`src/rtl/pc_gen.sv`:
```
// pc_gen: fetch-side PC generator with prioritised redirects, vectored trap entry and epoch tagging
// Ports:
//   clk, rst_n                      clock (rising edge), asynchronous active-low reset
//   pc_o, epoch_o, pc_valid_o       fetch PC offered to IF, its epoch tag, request valid
//   pc_ready_i                      IF accepts pc_o this cycle
//   br_taken_i, br_target_i         resolved taken branch/jump and its target
//   trap_i, trap_intr_i,
//   trap_cause_i, mtvec_i           trap entry request, interrupt flag, cause, mtvec CSR
//   mret_i, mepc_i                  mret request and mepc CSR
//   halt_i                          ebreak/halt request
//   misalign_o, misalign_addr_o     one-cycle misaligned-branch pulse and captured target
module pc_gen #(
    parameter int                 WIDTH     = 32,
    parameter logic [WIDTH-1:0]   RESET_VEC = 32'h8000_0000,
    parameter int                 EPOCH_W   = 2,
    parameter int                 CAUSE_W   = 5
) (
    input  logic               clk,
    input  logic               rst_n,
    output logic [WIDTH-1:0]   pc_o,
    output logic [EPOCH_W-1:0] epoch_o,
    output logic               pc_valid_o,
    input  logic               pc_ready_i,
    input  logic               br_taken_i,
    input  logic [WIDTH-1:0]   br_target_i,
    input  logic               trap_i,
    input  logic               trap_intr_i,
    input  logic [CAUSE_W-1:0] trap_cause_i,
    input  logic [WIDTH-1:0]   mtvec_i,
    input  logic               mret_i,
    input  logic [WIDTH-1:0]   mepc_i,
    input  logic               halt_i,
    output logic               misalign_o,
    output logic [WIDTH-1:0]   misalign_addr_o
);
    typedef enum logic [1:0] {BOOT, RUN, HALT} state_e;

    state_e             state_q, state_d;
    logic               boot_done_q;
    logic [WIDTH-1:0]   pc_q, pc_d, trap_base, trap_tgt, misalign_addr_q, misalign_addr_d;
    logic [EPOCH_W-1:0] epoch_q, epoch_d;
    logic               valid_q, valid_d, misalign_q, misalign_d, br_ok, redirect;

    always_comb begin
        trap_base       = mtvec_i & ~WIDTH'(3);
        // Vectored mode only applies to interrupts; exceptions always go to the base.
        trap_tgt        = (mtvec_i[1:0] == 2'b01 && trap_intr_i) ? trap_base + (WIDTH'(trap_cause_i) << 2) : trap_base;
        br_ok           = br_taken_i && br_target_i[1:0] == 2'b00;
        redirect        = trap_i || mret_i || br_ok;
        pc_d            = trap_i ? trap_tgt :
                          mret_i ? (mepc_i & ~WIDTH'(3)) :
                          br_ok ? br_target_i :
                          (valid_q && pc_ready_i) ? pc_q + WIDTH'(4) : pc_q;
        epoch_d         = redirect ? epoch_q + EPOCH_W'(1) : epoch_q;
        // A misaligned branch squashed by a higher-priority redirect is wrong-path and not reported.
        misalign_d      = br_taken_i && !trap_i && !mret_i && br_target_i[1:0] != 2'b00;
        misalign_addr_d = misalign_d ? br_target_i : misalign_addr_q;
        // BOOT spans the first full cycle after reset release, so it waits on boot_done_q.
        state_d         = state_q == BOOT ? (boot_done_q ? RUN : BOOT) :
                          trap_i ? RUN :
                          (state_q == RUN && halt_i) ? HALT : state_q;
        valid_d         = state_d == RUN;
    end

    always_ff @(posedge clk or negedge rst_n) begin
        if (!rst_n) begin
            state_q         <= BOOT;
            boot_done_q     <= 1'b0;
            pc_q            <= RESET_VEC;
            epoch_q         <= '0;
            valid_q         <= 1'b0;
            misalign_q      <= 1'b0;
            misalign_addr_q <= '0;
        end else begin
            state_q         <= state_d;
            boot_done_q     <= 1'b1;
            pc_q            <= pc_d;
            epoch_q         <= epoch_d;
            valid_q         <= valid_d;
            misalign_q      <= misalign_d;
            misalign_addr_q <= misalign_addr_d;
        end
    end

    assign pc_o            = pc_q;
    assign epoch_o         = epoch_q;
    assign pc_valid_o      = valid_q;
    assign misalign_o      = misalign_q;
    assign misalign_addr_o = misalign_addr_q;
endmodule

```
`config.mk`:
```
export PLATFORM = sky130hd
export DESIGN_NAME = pc_gen
export DESIGN_NICKNAME = d
export VERILOG_FILES = /design/src/rtl/pc_gen.sv
export SDC_FILE = /design/constraint.sdc
export NUM_CORES = 1
export LEC_CHECK = 0
export BUFFER_PORTS_ARGS = -buffer_cell sky130_fd_sc_hd__clkbuf_2
export CELL_PAD_IN_SITES_DETAIL_PLACEMENT = 0
export CELL_PAD_IN_SITES_GLOBAL_PLACEMENT = 1
export CORE_UTILIZATION = 34
export CTS_BUF_LIST = sky130_fd_sc_hd__clkbuf_4
export DETAILED_ROUTE_END_ITERATION = 16
export PLACE_DENSITY = 0.88
export SETUP_SLACK_MARGIN = 0.15
export SKIP_CTS_REPAIR_TIMING = 1
export SLEW_MARGIN = 20
export SYNTH_ARGS = -nofsm -noshare
export SYNTH_HDL_FRONTEND = slang
export SYNTH_SLANG_ARGS = --single-unit
```
`constraint.sdc`:
```
create_clock -name clk -period 1.9 [get_ports clk]
set_clock_uncertainty 0.05 [all_clocks]
set_input_delay 0 -clock clk [delete_from_list [all_inputs] [get_ports clk]]
set_output_delay 0 -clock clk [all_outputs]
set_load 0.02 [all_outputs]
```
Word-level counts from Yosys, hierarchy flattened:

Index checks and enable logic that the tools add are counted.

* add/subtract/negate cells: 3
* reductions and logical operators: 15
* equal/unequal tests: 3
* muxes and demuxes: 9

Operators by type and width (count)
* $mux W32: 5
* $add A32 B3 Y32 const B: 1
* $add A32 B7 Y32: 1
* $logic_and A1 B1 Y1: 7
* $eq A2 B1 Y1 const B: 3
* $mux W2: 3
* $logic_not A2 Y1: 2
* $reduce_bool A4 Y1: 1
* $add A2 B1 Y2 const B: 1
* $logic_not A1 Y1: 2
* $logic_or A1 B1 Y1: 2
* $reduce_bool A2 Y1: 1
* $mux W1: 1

* bits in registers: 71
* word-level logic and storage cells: 37
* input port bits: 109
* output and inout bits: 68

Logic depth before layout (Yosys ltp):

* word-level depth: 6
* depth in mapped cells: 9
* depth with buffers taken out: 8

Worst setup path after synthesis:

No wires, ideal clock.

* kind: register -> register
* start point: reg pc_q[2], in the netlist pc_o[2]
* end point: reg pc_q[30], in the netlist pc_o[30]
* data required time: 1785 ps
* buffers on the path: 0
* library setup time: 65 ps
* data arrival time: 2054 ps
* period minus slack after synthesis: 2169 ps
* stages on the path, launching flop included: 8
* setup slack: -269 ps
* cells stage by stage: dfrtp_1 > ha_1 > nand4_2 > nor4_4 > and2_1 > a41oi_1 > o31ai_1 > o21a_1

* cells in the longest elaborated chain, start to end: 5

Ends and longest elaborated chain
* start, declared: line 40 `logic [WIDTH-1:0] pc_q, pc_d, trap_base, trap_tgt, misalign_addr_q, misalign_addr_d;`
* start signal, assigned: line 77 `pc_q <= pc_d;`
* $add A32 B3 Y32: line 53 `(valid_q && pc_ready_i) ? pc_q + WIDTH'(4) : pc_q;`
* $mux W32: line 53
* $mux W32: line 52 `br_ok ? br_target_i :`
* $mux W32: line 51 `mret_i ? (mepc_i & ~WIDTH'(3)) :`
* $mux W32: line 50 `pc_d = trap_i ? trap_tgt :`

No other way between the ends. The select of a mux whose other input is x is not followed.
A chain may end at the register's enable or synchronous reset.

Worst setup path in the final report:

* start point: reg pc_q[3], in the netlist pc_o[3]
* end point: reg pc_q[22], in the netlist pc_o[22]

Same word-level chain as after synthesis.

==> flow_metrics.env <==
export IMPL_fin_crit_sh_pct=101
export IMPL_drt_pass1_iter_count=5
export IMPL_track_usage_pct=23.2
export IMPL_ant_nets=0
export IMPL_slowest_stage="dfrtp_2"
export IMPL_status="finished, violations left"
export IMPL_syn2layout_area_growth_pct=53.4
export IMPL_synth_seq_cells=71
export IMPL_multiInputGateArea_um2=3190
export IMPL_area_sequential_um2=1790
export IMPL_setup_violations=1
export IMPL_grt_pass1_vias=5091
export IMPL_power_leakage_nw=3.42
export IMPL_rrSetupSlack_ns=-0.01
export IMPL_synthCells=565
export IMPL_post_place_ws_ns=-0.0920
export IMPL_synth_cell_types=66
export IMPL_tightest_slew_ns=0.658
export IMPL_final_max_slew_viol_count=0
export IMPL_first_iter_violations=510
export IMPL_rows=43
export IMPL_numCtsBuffers=9
export IMPL_avgSynthCellArea_um2=8.81
export IMPL_p_clk_share_pct=25.6
export IMPL_cp_top_family="compound AO/OA/AOI/OAI gates"
export IMPL_start_kind="flop"
export IMPL_combPwrFrac_pct=37.5
export IMPL_clock_path_buffers=2
export IMPL_critical_path_depth=8
export IMPL_fmax_mhz=523
export IMPL_via_per_inst=5.46
export IMPL_power_total_mw=5.40
export IMPL_hold_depth=5
export IMPL_syn_num_nets=681
export IMPL_crit_chain="ha_4 > nand4_4 > nor4_4 > buf_4 > nand3_2 > xor2_1 > o31ai_1 > o221a_2"
export IMPL_antenna_found_initial=0
export IMPL_drcViolationCount=0
export IMPL_gp_congestion=0.952
export IMPL_num_vias=5739
export IMPL_timing_slew_headroom_pct=56.1
export IMPL_die_y_um=123
export IMPL_path_max_fanout=5
export IMPL_crit_arrival_ns=2.24
export IMPL_drive_above_1_share_pct=40.9
export IMPL_p_seq_share_pct=36.9
export IMPL_wl_per_cell_um=17.8
export IMPL_path_clk_slew_ns=0.13
export IMPL_die_w_um=123
export IMPL_io_pins=177
export IMPL_setup_tns_ns=-0.0102
export IMPL_min_path_type="in2reg"
export IMPL_synthesis_area_um2=4980
export IMPL_ir_worst_vdd_uv=604
export IMPL_synth_edf_count=0
export IMPL_synth_warning_count=0
export IMPL_start_util_pct=35.3
export IMPL_cp_required_ns=2.23
export IMPL_cts_tree="yes"
export IMPL_cts_sinks=71
export IMPL_p_int_mw=3.47
export IMPL_finalHoldViolations=3
export IMPL_end_kind="flop"
export IMPL_wirelength_um=18700
export IMPL_max_stage_delay_ns=0.44
export IMPL_clk_latency_ns=0.43
export IMPL_final_cell_mix="173 x clkbuf_2, 83 x buf_4, 64 x dlygate4sd3_1"
export IMPL_p_switching_mw=1.93
export IMPL_failed_checks="negative hold slack, negative setup slack"
export IMPL_synthFlopType="dfrtp_1"
export IMPL_grt_pass1_wl_um=26400
export IMPL_fill_cells=1322
export IMPL_power_density_nw_per_um2=707
export IMPL_seq_area_frac_synth_pct=35.7
export IMPL_layout_nets=982
export IMPL_rsz0062_at_grt="yes"
export IMPL_dp_hpwl_um=14100
export IMPL_p_sw_share_pct=35.7
export IMPL_grt_max_degree=49
export IMPL_cp_num_buf_inv=1
export IMPL_finalCriticalPeriod_ns=1.91
export IMPL_diodes=0
export IMPL_r2r_cells=8
export IMPL_hold_ws_ns=-0.00728
export IMPL_layout_commonest_cell="clkbuf_2"
export IMPL_die_area_um2=15100
export IMPL_ys_async_sr_fraction_pct=100
export IMPL_worst_slack_ns=-0.0102
export IMPL_crit_type="reg2reg"
export IMPL_root_buffer="clkbuf_4"
export IMPL_io_buffers=174
export IMPL_cts_max_level=3
export IMPL_maxCapViolCount=0
export IMPL_grt_ovfl_total=0
export IMPL_core_um2=14100
worst reg2reg max path, delay by kind of cell (launching register included):
kind,cells,cell delay (ns)
adder cells (fa/ha/maj),1,0.18
AO/OA/AOI/OAI,2,0.47
flip-flops,1,0.44
AND/OR/NAND/NOR,3,0.37
buffers and inverters,1,0.19
XOR/XNOR,1,0.15
per-layer routing:
| layer | vias to the layer above | global-route usage, % | share of wire, % |
|---|---|---|---|
| li1 | 2733 | - | - |
| met1 | 2708 | 30.2 | 42 |
| met2 | 254 | 36.9 | 48 |
| met3 | 44 | 5.67 | 7.2 |
| met4 | 0 | 9.19 | 3.2 |
| met5 | - | 0 | 0 |
path summary, 6_finish.rpt:
check                                start         end
max in group asynchronous            rst_n     pc_o[1]
worst min-delay path            mtvec_i[6]     pc_o[6]
worst max register to register     pc_o[3]    pc_o[22]
worst max-delay path               pc_o[3]    pc_o[22]
worst min register to register  epoch_o[1]  epoch_o[1]
min in group asynchronous            rst_n    pc_o[28]
cells in the mapped netlist (all sizes together) (6+ instances only):
master | instances | area (µm²)
nand2 | 59 | 221
o22ai | 8 | 50.1
nor2 | 45 | 169
xnor2 | 16 | 140
or3 | 6 | 37.5
and3 | 7 | 43.8
o21ai | 26 | 130
clkbuf | 26 | 97.6
mux2i | 6 | 60.1
ha | 6 | 75.1
buf | 8 | 36.3
nand4 | 17 | 140
a211oi | 15 | 113
o2111ai | 6 | 52.6
o31ai | 8 | 60.1
xor2 | 17 | 149
a21oi | 29 | 145
nand3 | 21 | 105
dfrtp | 70 | 1750
inv | 6 | 22.5
a21o | 7 | 52.6
nor3 | 20 | 100
mux2 | 31 | 349
o21a | 10 | 75.1
nor4 | 12 | 126
a31oi | 10 | 62.6
kinds of logic (layout without fill, tap and decap cells):
group	Yosys count	count (layout)	share of synthesized area, %
adder cells (fa/ha/maj)	7	7	1.91
multiplexers	37	37	8.22
XOR/XNOR	33	33	5.80
AO/OA/AOI/OAI	153	153	20.9
AND/OR/NAND/NOR	221	221	24.1
buffers and inverters	42	348	3.29
flip-flops	71	71	35.7
other	1	1	0.0753
power by group through the flow:
| stage | registers (mW) | clock network [mW] | logic [mW] |
|---|---|---|---|
| floorplan | 2.34 | 0 | 0.698 |
| global placement | 2.01 | 0 | 1.82 |
| detailed placement | 2.02 | 0 | 1.84 |
| CTS | 1.99 | 1.42 | 1.84 |
| global route | 2.03 | 1.50 | 2.17 |
| finish | 1.99 | 1.38 | 2.02 |
registers in the layout, indices dropped and copies added, names as in the netlist:
register         flops
boot_done_q          1
epoch_o              2
misalign_addr_o     32
misalign_o           1
pc_o                32
pc_valid_o           1
state_q              2
stage by stage:
step | util, % | area, µm² | instances
2_1_floorplan | - | 5060 | 565
3_3_place_gp | 46.8 | 6590 | 961
3_5_place_dp | 46.8 | 6590 | 961
4_1_cts | 48.3 | 6800 | 977
5_1_grt | 54.2 | 7640 | 1051
6_report | 54.2 | 7640 | 1051
area by class of cell:
class	instances	area share, %
clock buffers	9	0.885
clock inverters	7	1.90
inverters	8	0.410
multi-input cells	452	41.8
flip-flops and latches	71	23.4
well taps	180	2.95
repair buffers	324	28.6
No activity file was read; power rests on OpenSTA's default activity.
